## config.mk

```make
export PLATFORM = sky130hd
export DESIGN_NAME = blk_compare
export DESIGN_NICKNAME = d
export VERILOG_FILES = /design/src/rtl/blk_compare.sv
export SDC_FILE = /design/constraint.sdc
export NUM_CORES = 1
export LEC_CHECK = 0
export BUFFER_PORTS_ARGS = -buffer_cell sky130_fd_sc_hd__buf_4
export CORE_ASPECT_RATIO = 0.5
export CORE_MARGIN = 5
export CORE_UTILIZATION = 30
export CTS_BUF_LIST = sky130_fd_sc_hd__clkbuf_8
export CTS_CLUSTER_SIZE = 30
export DETAILED_ROUTE_END_ITERATION = 12
export MAX_ROUTING_LAYER = met4
export PLACE_DENSITY = 0.57
export SETUP_SLACK_MARGIN = 0.5
export SYNTH_ARGS = -nofsm -noshare
export SYNTH_HDL_FRONTEND = slang
export SYNTH_SLANG_ARGS = --single-unit
export TNS_END_PERCENT = 1
```

## constraint.sdc

```tcl
create_clock -name clk -period 7.85 [get_ports clk]
set_input_delay 1.57 -clock clk [delete_from_list [all_inputs] [get_ports clk]]
set_output_delay 1.57 -clock clk [all_outputs]
set_load 0.1 [all_outputs]
```

## src/rtl/blk_compare.sv

```systemverilog
// blk_compare: compares one 16x16 current macroblock against the co-located
//   previous-frame candidate, writing signed residuals and accumulating SAD.
// Latency: pixel k issued in cycle k+1, consumed in k+2, written/accumulated
//   in k+3; with no stalls valid pulses in cycle 258 and rdy returns in 259.
// Backpressure: mwait=1 freezes issue and consume for that cycle (one extra
//   cycle per stall, no write); early abort once the running SAD cannot win.
//
// Ports:
//   clk, reset_n        clock; synchronous reset, active-high despite the name
//   en / rdy            start request (sampled only while rdy=1) / idle flag
//   baddr, bq           current-block RAM address and data (bq[7:0] used)
//   mx, my, mq          previous-frame column/row offset and returned pixel
//   mwait               previous-frame memory stall
//   waddr, wdata, wren  residual RAM write port (9-bit residual sign-extended)
//   oldaccum, accum     best SAD so far (latched at start) / this candidate's SAD
//   valid               one-cycle pulse: full block compared and accum < best

module blk_compare (
  input  logic        clk,
  input  logic        reset_n,
  input  logic        en,
  output logic        rdy,
  output logic [7:0]  baddr,
  input  logic [15:0] bq,
  output logic [3:0]  mx,
  output logic [3:0]  my,
  input  logic [7:0]  mq,
  input  logic        mwait,
  output logic [7:0]  waddr,
  output logic [15:0] wdata,
  output logic        wren,
  input  logic [17:0] oldaccum,
  output logic [17:0] accum,
  output logic        valid
);

  typedef enum logic [1:0] {
    IDLE  = 2'd0,
    RUN   = 2'd1,
    DRAIN = 2'd2
  } state_t;

  state_t      state;
  logic [17:0] best_r;    // SAD to beat, frozen for the whole run
  logic [7:0]  pix;       // index of the pixel whose data is on bq/mq
  logic        pend;      // an address has been issued, so bq/mq carry real data

  logic [8:0]  diff;
  logic [8:0]  mag;
  logic [17:0] acc_nxt;
  logic        unused_bq_hi;

  // Upper byte of the current-block word carries no luma.
  assign unused_bq_hi = ^bq[15:8];

  // Previous-frame coordinates are just the pixel index split into col/row.
  assign mx = baddr[3:0];
  assign my = baddr[7:4];

  always_comb begin
    diff    = {1'b0, bq[7:0]} - {1'b0, mq};
    mag     = diff[8] ? (9'd0 - diff) : diff;
    acc_nxt = accum + {9'd0, mag};
  end

  always_ff @(posedge clk) begin
    if (reset_n) begin
      state  <= IDLE;
      rdy    <= 1'b1;
      baddr  <= 8'd0;
      waddr  <= 8'd0;
      wdata  <= 16'd0;
      wren   <= 1'b0;
      accum  <= 18'd0;
      valid  <= 1'b0;
      best_r <= 18'd0;
      pix    <= 8'd0;
      pend   <= 1'b0;
    end else begin
      // Strobes are single-cycle; only a consume cycle re-raises wren/valid.
      wren  <= 1'b0;
      valid <= 1'b0;

      case (state)
        IDLE: begin
          if (en) begin
            best_r <= oldaccum;
            accum  <= 18'd0;
            baddr  <= 8'd0;
            pix    <= 8'd0;
            pend   <= 1'b0;
            rdy    <= 1'b0;
            state  <= RUN;
          end
        end

        RUN: begin
          // A stall freezes address, index and accumulator together so the
          // stalled memory re-presents the same data next cycle.
          if (!mwait) begin
            // Address stops at the last pixel; re-reading it is harmless.
            if (baddr != 8'hFF) begin
              baddr <= baddr + 8'd1;
            end
            pend <= 1'b1;

            if (pend) begin
              wren  <= 1'b1;
              waddr <= pix;
              wdata <= {{7{diff[8]}}, diff};
              accum <= acc_nxt;

              if (pix == 8'hFF) begin
                valid <= (acc_nxt < best_r);
                state <= DRAIN;
              end else if (acc_nxt >= best_r) begin
                // Running SAD already ties or exceeds the best: cannot win.
                state <= DRAIN;
              end else begin
                pix <= pix + 8'd1;
              end
            end
          end
        end

        DRAIN: begin
          // Final residual write and valid are presented in this cycle.
          rdy   <= 1'b1;
          state <= IDLE;
        end

        default: begin
          state <= IDLE;
        end
      endcase
    end
  end

endmodule

```

==> results of run 1 <==
[cells by family (layout without fill, tap and decap cells)]
kind of cell	Yosys count	count (layout)	synth area share [%]
compound gates	144	144	20.20
buf+inv	80	157	8.315
xor+xnor	33	33	6.339
flops	75	75	32.93
fa+ha+maj	42	42	11.86
simple gates	201	201	19.81
mux	2	2	0.5488
[sequential cells by signal, summed over array words and instances, names as in the netlist]
register,flops
baddr,8
accum,18
state,2
wdata,9
rdy,1
pix,8
wren,1
pend,1
waddr,8
valid,1
best_r,18
[routing by layer]
metal | wire length, um | vias to the layer above
met2 | 5006 | 65
li1 | - | 2103
met4 | 128 | 0
met3 | 567 | 12
met1 | 5713 | 1851
met5 | 0 | -
[Yosys cell counts, types with 12 or more instances]
cell type	instances	area, sq um
sky130_fd_sc_hd__nor2_1	45	168.9
sky130_fd_sc_hd__a31oi_1	12	75.07
sky130_fd_sc_hd__o21ai_0	20	100.1
sky130_fd_sc_hd__clkbuf_1	16	60.06
sky130_fd_sc_hd__inv_1	38	142.6
sky130_fd_sc_hd__dfxtp_1	75	1501
sky130_fd_sc_hd__ha_1	40	500.5
sky130_fd_sc_hd__nand2_1	95	356.6
sky130_fd_sc_hd__nand3_1	15	75.07
sky130_fd_sc_hd__xnor2_1	22	192.7
sky130_fd_sc_hd__a21oi_1	59	295.3
sky130_fd_sc_hd__buf_4	15	112.6
[worst register-to-register path, stage by stage, from the launching register on]
cell and delay, ns:
sky130_fd_sc_hd__dfxtp_1 0.39, sky130_fd_sc_hd__ha_1 0.23, sky130_fd_sc_hd__inv_1 0.07, sky130_fd_sc_hd__fa_1 0.40, sky130_fd_sc_hd__nor2b_1 0.12, sky130_fd_sc_hd__o21ai_0 0.08
sky130_fd_sc_hd__nand2b_1 0.13, sky130_fd_sc_hd__a31oi_1 0.19, sky130_fd_sc_hd__o21ba_2 0.32, sky130_fd_sc_hd__nor2_1 0.18, sky130_fd_sc_hd__xor2_1 0.17, sky130_fd_sc_hd__ha_1 0.27
sky130_fd_sc_hd__a21oi_1 0.16, sky130_fd_sc_hd__nand2_1 0.10, sky130_fd_sc_hd__a221oi_2 0.26, sky130_fd_sc_hd__o21a_2 0.20, sky130_fd_sc_hd__and3_4 0.22, sky130_fd_sc_hd__nand2_2 0.10
sky130_fd_sc_hd__o41ai_1 0.32
[stage by stage]
| step | instances | hold slack, ns | instance area, sq um | setup WS, ns | power (mW) |
|---|---|---|---|---|---|
| 6_report | 852 | 0.4558 | 5529 | 1.139 | 1.048 |
| 4_1_cts | 852 | 0.4592 | 5529 | 1.133 | 1.062 |
| 3_5_place_dp | 836 | 0.4476 | 5336 | 0.7771 | 0.7587 |
| 3_3_place_gp | 836 | 0.4456 | 5336 | 0.8806 | 0.7537 |
| 5_1_grt | 852 | 0.4748 | 5529 | 0.6504 | 1.113 |
| 2_1_floorplan | 577 | 0.4363 | 4559 | 1.503 | 0.6807 |
[power groups by stage]
stage | sequential [mW] | combinational (mW) | clock [mW]
6_report | 0.403 | 0.347 | 0.298
5_1_grt | 0.405 | 0.380 | 0.328
4_1_cts | 0.403 | 0.349 | 0.310
3_5_place_dp | 0.412 | 0.346 | 0
3_3_place_gp | 0.412 | 0.342 | 0
2_1_floorplan | 0.444 | 0.236 | 0
[area by class of cell]
cell class | count | area share (%)
multi-input cells | 422 | 48.45
flip-flops and latches | 75 | 27.16
repair buffers | 101 | 13.71
well taps | 198 | 4.481
inverters | 40 | 2.716
clock buffers | 9 | 2.240
clock inverters | 7 | 1.245
[how the worst min path moves through the flow]
stage	depth (start not counted)	endpoint	startpoint
after floorplan	2	best_r[10]	best_r[10]
after global placement	2	best_r[11]	best_r[11]
after detailed placement	2	wdata[1]	wdata[1]
after CTS	2	wdata[1]	wdata[1]
after global routing	2	best_r[13]	best_r[13]
final	2	best_r[14]	best_r[14]
==> impl_metrics.json, run 1 <==
{
  "ant_nets": 0,
  "path_delay_family": "compound AO/OA/AOI/OAI gates",
  "rows": 31,
  "cts_hold_bufs": 0,
  "fin_tns_setup_ns": 0,
  "startpoint_of_the_most_critical_setup_path": "bq[0]",
  "post_cts.repair.setup_buffers": 0,
  "tritoncts": "yes",
  "power_frac_clock_pct": 28.4,
  "final_common_cell": "sky130_fd_sc_hd__buf_4",
  "grt_pass1_vias": 3767,
  "critical_path_peak_fanout": 9,
  "ioPinCount": 107,
  "required_ns": 8.11,
  "maxSlewViolCount": 0,
  "power_report.internal_total_mw": 0.6617,
  "unrepaired_setup_endpoints_after_global_routing": "no",
  "maxcap_viol_count": 0,
  "final_core_util_pct": 37.71,
  "worst_hold_path_type": "reg -> reg",
  "layout_common_cells": "sky130_fd_sc_hd__buf_4, sky130_fd_sc_hd__nand2_1, sky130_fd_sc_hd__dfxtp_1",
  "rr_worst_depth": 18,
  "htreeDepth": 3,
  "slowest_cp_cell": "sky130_fd_sc_hd__fa_1",
  "initial_utilization_pct": 31.10,
  "report.final.hold_viol_count": 0,
  "worstSkewPairLatency_ns": 0.36,
  "coreArea_sq_um": 14660,
  "combPwrFrac_pct": 33.1,
  "cts.sinks": 75,
  "drc_violation_count_after_routing": 0,
  "slew_headroom_pct": 57.12,
  "critical_path_class": "in -> reg",
  "busiest_layer": "met2",
  "reg2reg_setup_slack_ns": 3.83,
  "placed_wire_length_estimate_um": 8806,
  "grt_pass1_wl_um": 18450,
  "multi_input_area_sq_um": 2679,
  "regArea_sq_um": 1501,
  "leakagePower_nw": 2.383,
  "nFillCells": 1542,
  "postSynth.asyncResetShare_pct": 0,
  "gp_congestion": 0.8108,
  "drt_first_iter_violations": 205,
  "finalCritPeriodShare_pct": 85.48,
  "switching_power_mw": 0.3860,
  "maximum_number_of_pins_on_one_net_before_global_route_repair": 56,
  "seq_area_frac_synth_pct": 32.93,
  "insertedDiodeCount": 0,
  "synthesis.instances": 577,
  "fin_nets": 737,
  "ctsRootBufferMaster": "sky130_fd_sc_hd__clkbuf_8",
  "synth.distinct_cells": 60,
  "yosys_most_used_dff": "sky130_fd_sc_hd__dfxtp_1",
  "worstReg2RegEnd": "pix[5]",
  "setup.worst_path.end_class": "register",
  "maximum_count_of_clock_buffers_along_a_single_path": 2,
  "quantity_of_gates_resized_following_cts": 0,
  "timing.fmax_mhz": 149.0,
  "grt_antenna_before_repair": 0,
  "seq_power_share_pct": 38.5,
  "place.port_buffers": 98,
  "crit_cells": 28,
  "grt_met1_use_pct": 17.38,
  "critical_path_arrival_ns": 6.97,
  "grtUsageMet2_pct": 19.35,
  "power_density_nw_per_um2": 189.5,
  "per_instance_average_area_after_synthesis_sq_um": 7.902,
  "route.vias.total": 4031,
  "avgViaCountPerCell": 4.731,
  "floorplan.die.width_um": 184.3,
  "design.die.area_sq_um": 17910,
  "synth-edff-count": 0,
  "max-vdd-ir-drop_uv": 72.86,
  "area_growth_pct": 21.27,
  "power.switching_fraction_pct": 36.84,
  "cp.buffers_inverters": 3,
  "number_of_detailed_route_iterations_in_the_first_pass": 5,
  "drt_wl_total_um": 11420,
  "synth_nets": 665,
  "numCtsBuffers": 9,
  "wire_per_inst_um": 13.40,
  "gr-usage-met3_pct": 3.441,
  "grt-ovfl-total": 0,
  "grt_use_total_pct": 12.98,
  "status": "complete, no violations",
  "post_synth_instance_area_sq_um": 4559,
  "synth.yosys.warnings": 0,
  "post_route_cells_drive_above_1_share_pct": 21.25,
  "clk_transition_reported_paths_ns": 0.08,
  "chipHeight_um": 97.17,
  "slowest_delay_ns": 0.41,
  "max_slew.worst_pin.slew_ns": 0.6417,
  "fin_crit_ns": 6.711,
  "finalSetupViolations": 0,
  "endpoint": "pix[5]",
  "start_kind": "input pin",
  "clock_skew_ns": 0.005310,
  "critical_path.reg2reg.startpoint": "accum[0]",
  "synth-seq-cells": 75,
  "critical-path-top-cell-by-count": "sky130_fd_sc_hd__ha_1"
}
Power figures use the tool's default switching activity.
==> run 2, diff against run 1 <==
--- a/config.mk
+++ b/config.mk
@@ -5,7 +5,7 @@
 export SDC_FILE = /design/constraint.sdc
 export NUM_CORES = 1
 export LEC_CHECK = 0
-export BUFFER_PORTS_ARGS = -buffer_cell sky130_fd_sc_hd__buf_4
+export BUFFER_PORTS_ARGS = -buffer_cell sky130_fd_sc_hd__buf_2
 export CORE_ASPECT_RATIO = 0.5
 export CORE_MARGIN = 5
 export CORE_UTILIZATION = 30
@@ -18,4 +18,4 @@
 export SYNTH_ARGS = -nofsm -noshare
 export SYNTH_HDL_FRONTEND = slang
 export SYNTH_SLANG_ARGS = --single-unit
-export TNS_END_PERCENT = 1
+export TNS_END_PERCENT = 100
==> run 2 against run 1 <==
Effect of this change:
- non-clock buffer count up 1
- fmax increased by 0.93%
- design area shrank 4.6%
- largest cell class unchanged
==> impl_metrics.json, run 2 (synthesis results as in run 1) <==
{
  "status": "complete, no violations",
  "holdPathEnd": "waddr[3]",
  "grt_pass1_vias": 3828,
  "grt_pass1_wl_um": 18840,
  "fin_crit_ns": 6.649,
  "final_standard_cell_area_without_fillers_sq_um": 5276,
  "route.vias.total": 4051,
  "cts.sinks": 75,
  "unrepaired_setup_endpoints_after_global_routing": "no",
  "postPlaceCellArea_sq_um": 5099,
  "power_density_nw_per_um2": 192.8,
  "design.die.area_sq_um": 17910,
  "maxSlewViolCount": 0,
  "post-route-worst-setup-slack_ns": 1.201,
  "clk_transition_reported_paths_ns": 0.08,
  "numCtsBuffers": 9,
  "start_kind": "input pin",
  "slowest_cp_cell": "sky130_fd_sc_hd__a2111oi_0",
  "number_of_detailed_route_iterations_in_the_first_pass": 4,
  "max_slew.worst_pin.slew_ns": 0.5700,
  "maxcap_viol_count": 0,
  "critical_path_peak_fanout": 12,
  "place.port_buffers": 98,
  "drt_wl_total_um": 11410,
  "floorplan.die.width_um": 184.3,
  "drt_first_iter_violations": 184,
  "setup.worst_path.end_class": "register",
  "cts_hold_bufs": 0,
  "wire_per_inst_um": 13.37,
  "slowest_delay_ns": 0.52,
  "critical_path.reg2reg.startpoint": "accum[0]",
  "ant_nets": 0,
  "chipHeight_um": 97.17,
  "timing.fmax_mhz": 150.4,
  "combPwrFrac_pct": 33.3,
  "finalSetupViolations": 0,
  "maximum_count_of_clock_buffers_along_a_single_path": 2,
  "place_ws_ns": 0.7701,
  "initial_utilization_pct": 31.10,
  "critical_path_class": "in -> reg",
  "top_regs": "accum (18), best_r (18), wdata (9)",
  "insertedDiodeCount": 0,
  "clock_skew_ns": 0.007876,
  "power.switching_fraction_pct": 38.74,
  "switching_power_mw": 0.3942,
  "regArea_sq_um": 1501,
  "tritoncts": "yes",
  "avgViaCountPerCell": 4.749,
  "report.final.hold_viol_count": 0,
  "ctsRootBufferMaster": "sky130_fd_sc_hd__clkbuf_8",
  "finalCritPeriodShare_pct": 84.70,
  "quantity_of_gates_resized_following_cts": 0,
  "grt_antenna_before_repair": 0,
  "nFillCells": 1548,
  "post_cts.repair.setup_buffers": 0,
  "worst_hold_path_type": "reg -> reg",
  "multi_input_area_sq_um": 2679,
  "ioPinCount": 107,
  "required_ns": 8.05,
  "area_growth_pct": 15.72,
  "htreeDepth": 3,
  "rr_worst_depth": 17,
  "drc_violation_count_after_routing": 0,
  "final_common_cell": "sky130_fd_sc_hd__buf_2",
  "worstSkewPairLatency_ns": 0.36,
  "fin_nets": 738,
  "placed_wire_length_estimate_um": 8825,
  "slew_headroom_pct": 61.01,
  "gp_congestion": 0.8254,
  "critical_path_arrival_ns": 6.85,
  "seq_power_share_pct": 39.5,
  "rows": 31,
  "coreArea_sq_um": 14660,
  "grt_use_total_pct": 13.18,
  "layout_common_cells": "sky130_fd_sc_hd__buf_2, sky130_fd_sc_hd__nand2_1, sky130_fd_sc_hd__dfxtp_1",
  "grt-ovfl-total": 0,
  "power_frac_clock_pct": 27.2,
  "power_report.internal_total_mw": 0.6233,
  "worstReg2RegEnd": "valid",
  "maximum_number_of_pins_on_one_net_before_global_route_repair": 56,
  "reg2reg_setup_slack_ns": 3.87,
  "leakagePower_nw": 2.347,
  "fin_tns_setup_ns": 0,
  "hold_path_startpoint": "waddr[3]",
  "max-vdd-ir-drop_uv": 73.78,
  "timing.hold.worst_path_depth": 2,
  "post_route_cells_drive_above_1_share_pct": 21.37
}
-- run 2: cell types whose count changed in the layout (fill, tap and decap cells not counted) --
cell                         previous run  this run
sky130_fd_sc_hd__clkinvlp_4             2         3
sky130_fd_sc_hd__bufinv_16              1         0
sky130_fd_sc_hd__clkinv_2               3         1
sky130_fd_sc_hd__inv_6                  0         1
sky130_fd_sc_hd__buf_4                101         4
sky130_fd_sc_hd__clkinv_4               1         2
sky130_fd_sc_hd__buf_2                  0        98
-- run 2: worst max-delay path by stage --
stage          start     end  slack [ns]  depth (start not counted)
2_1_floorplan  bq[0]  pix[5]        1.50                         28
3_3_place_gp   bq[0]  pix[7]        0.88                         28
3_5_place_dp   bq[0]   valid        0.77                         27
4_1_cts        bq[0]   valid        1.15                         27
5_1_grt        bq[0]  pix[5]        0.72                         27
6_report       bq[0]   valid        1.20                         27
-- run 2: critical path: cells and delay by family --
kind	cells	cell delay [ns]
buf+inv	5	0.40
mux	1	0.36
compound gates	12	2.78
simple gates	4	0.41
xor+xnor	1	0.16
fa+ha+maj	4	1.16
-- run 2: power groups by stage --
stage | combinational (mW) | sequential (mW) | clock [mW]
finish | 0.338 | 0.402 | 0.277
global route | 0.376 | 0.405 | 0.303
CTS | 0.342 | 0.403 | 0.288
detailed placement | 0.339 | 0.412 | 0
global placement | 0.332 | 0.411 | 0
floorplan | 0.236 | 0.444 | 0
-- run 2: cell type report --
type | count | area share [%]
clock buffers | 9 | 2.348
clock inverters | 7 | 1.020
inverters | 40 | 2.846
multi-input cells | 422 | 50.77
flip-flops and latches | 75 | 28.46
well taps | 198 | 4.695
repair buffers | 102 | 9.865
-- run 2: through the flow --
step,hold slack [ns],instances,utilization (%),power (mW)
after global routing,0.4729,853,35.99,1.083
after global placement,0.4421,837,34.78,0.7435
after CTS,0.4554,853,35.99,1.033
final,0.4524,853,35.99,1.017
after floorplan,0.4363,577,-,0.6807
after detailed placement,0.4432,837,34.78,0.7502
-- run 2: layer usage --
layer  global-route usage (%)  part of all wire, %
met1                    17.38                   50
met2                    19.78                   45
met3                    3.291                  4.0
met4                    4.316                  1.4
met5                        -                    0
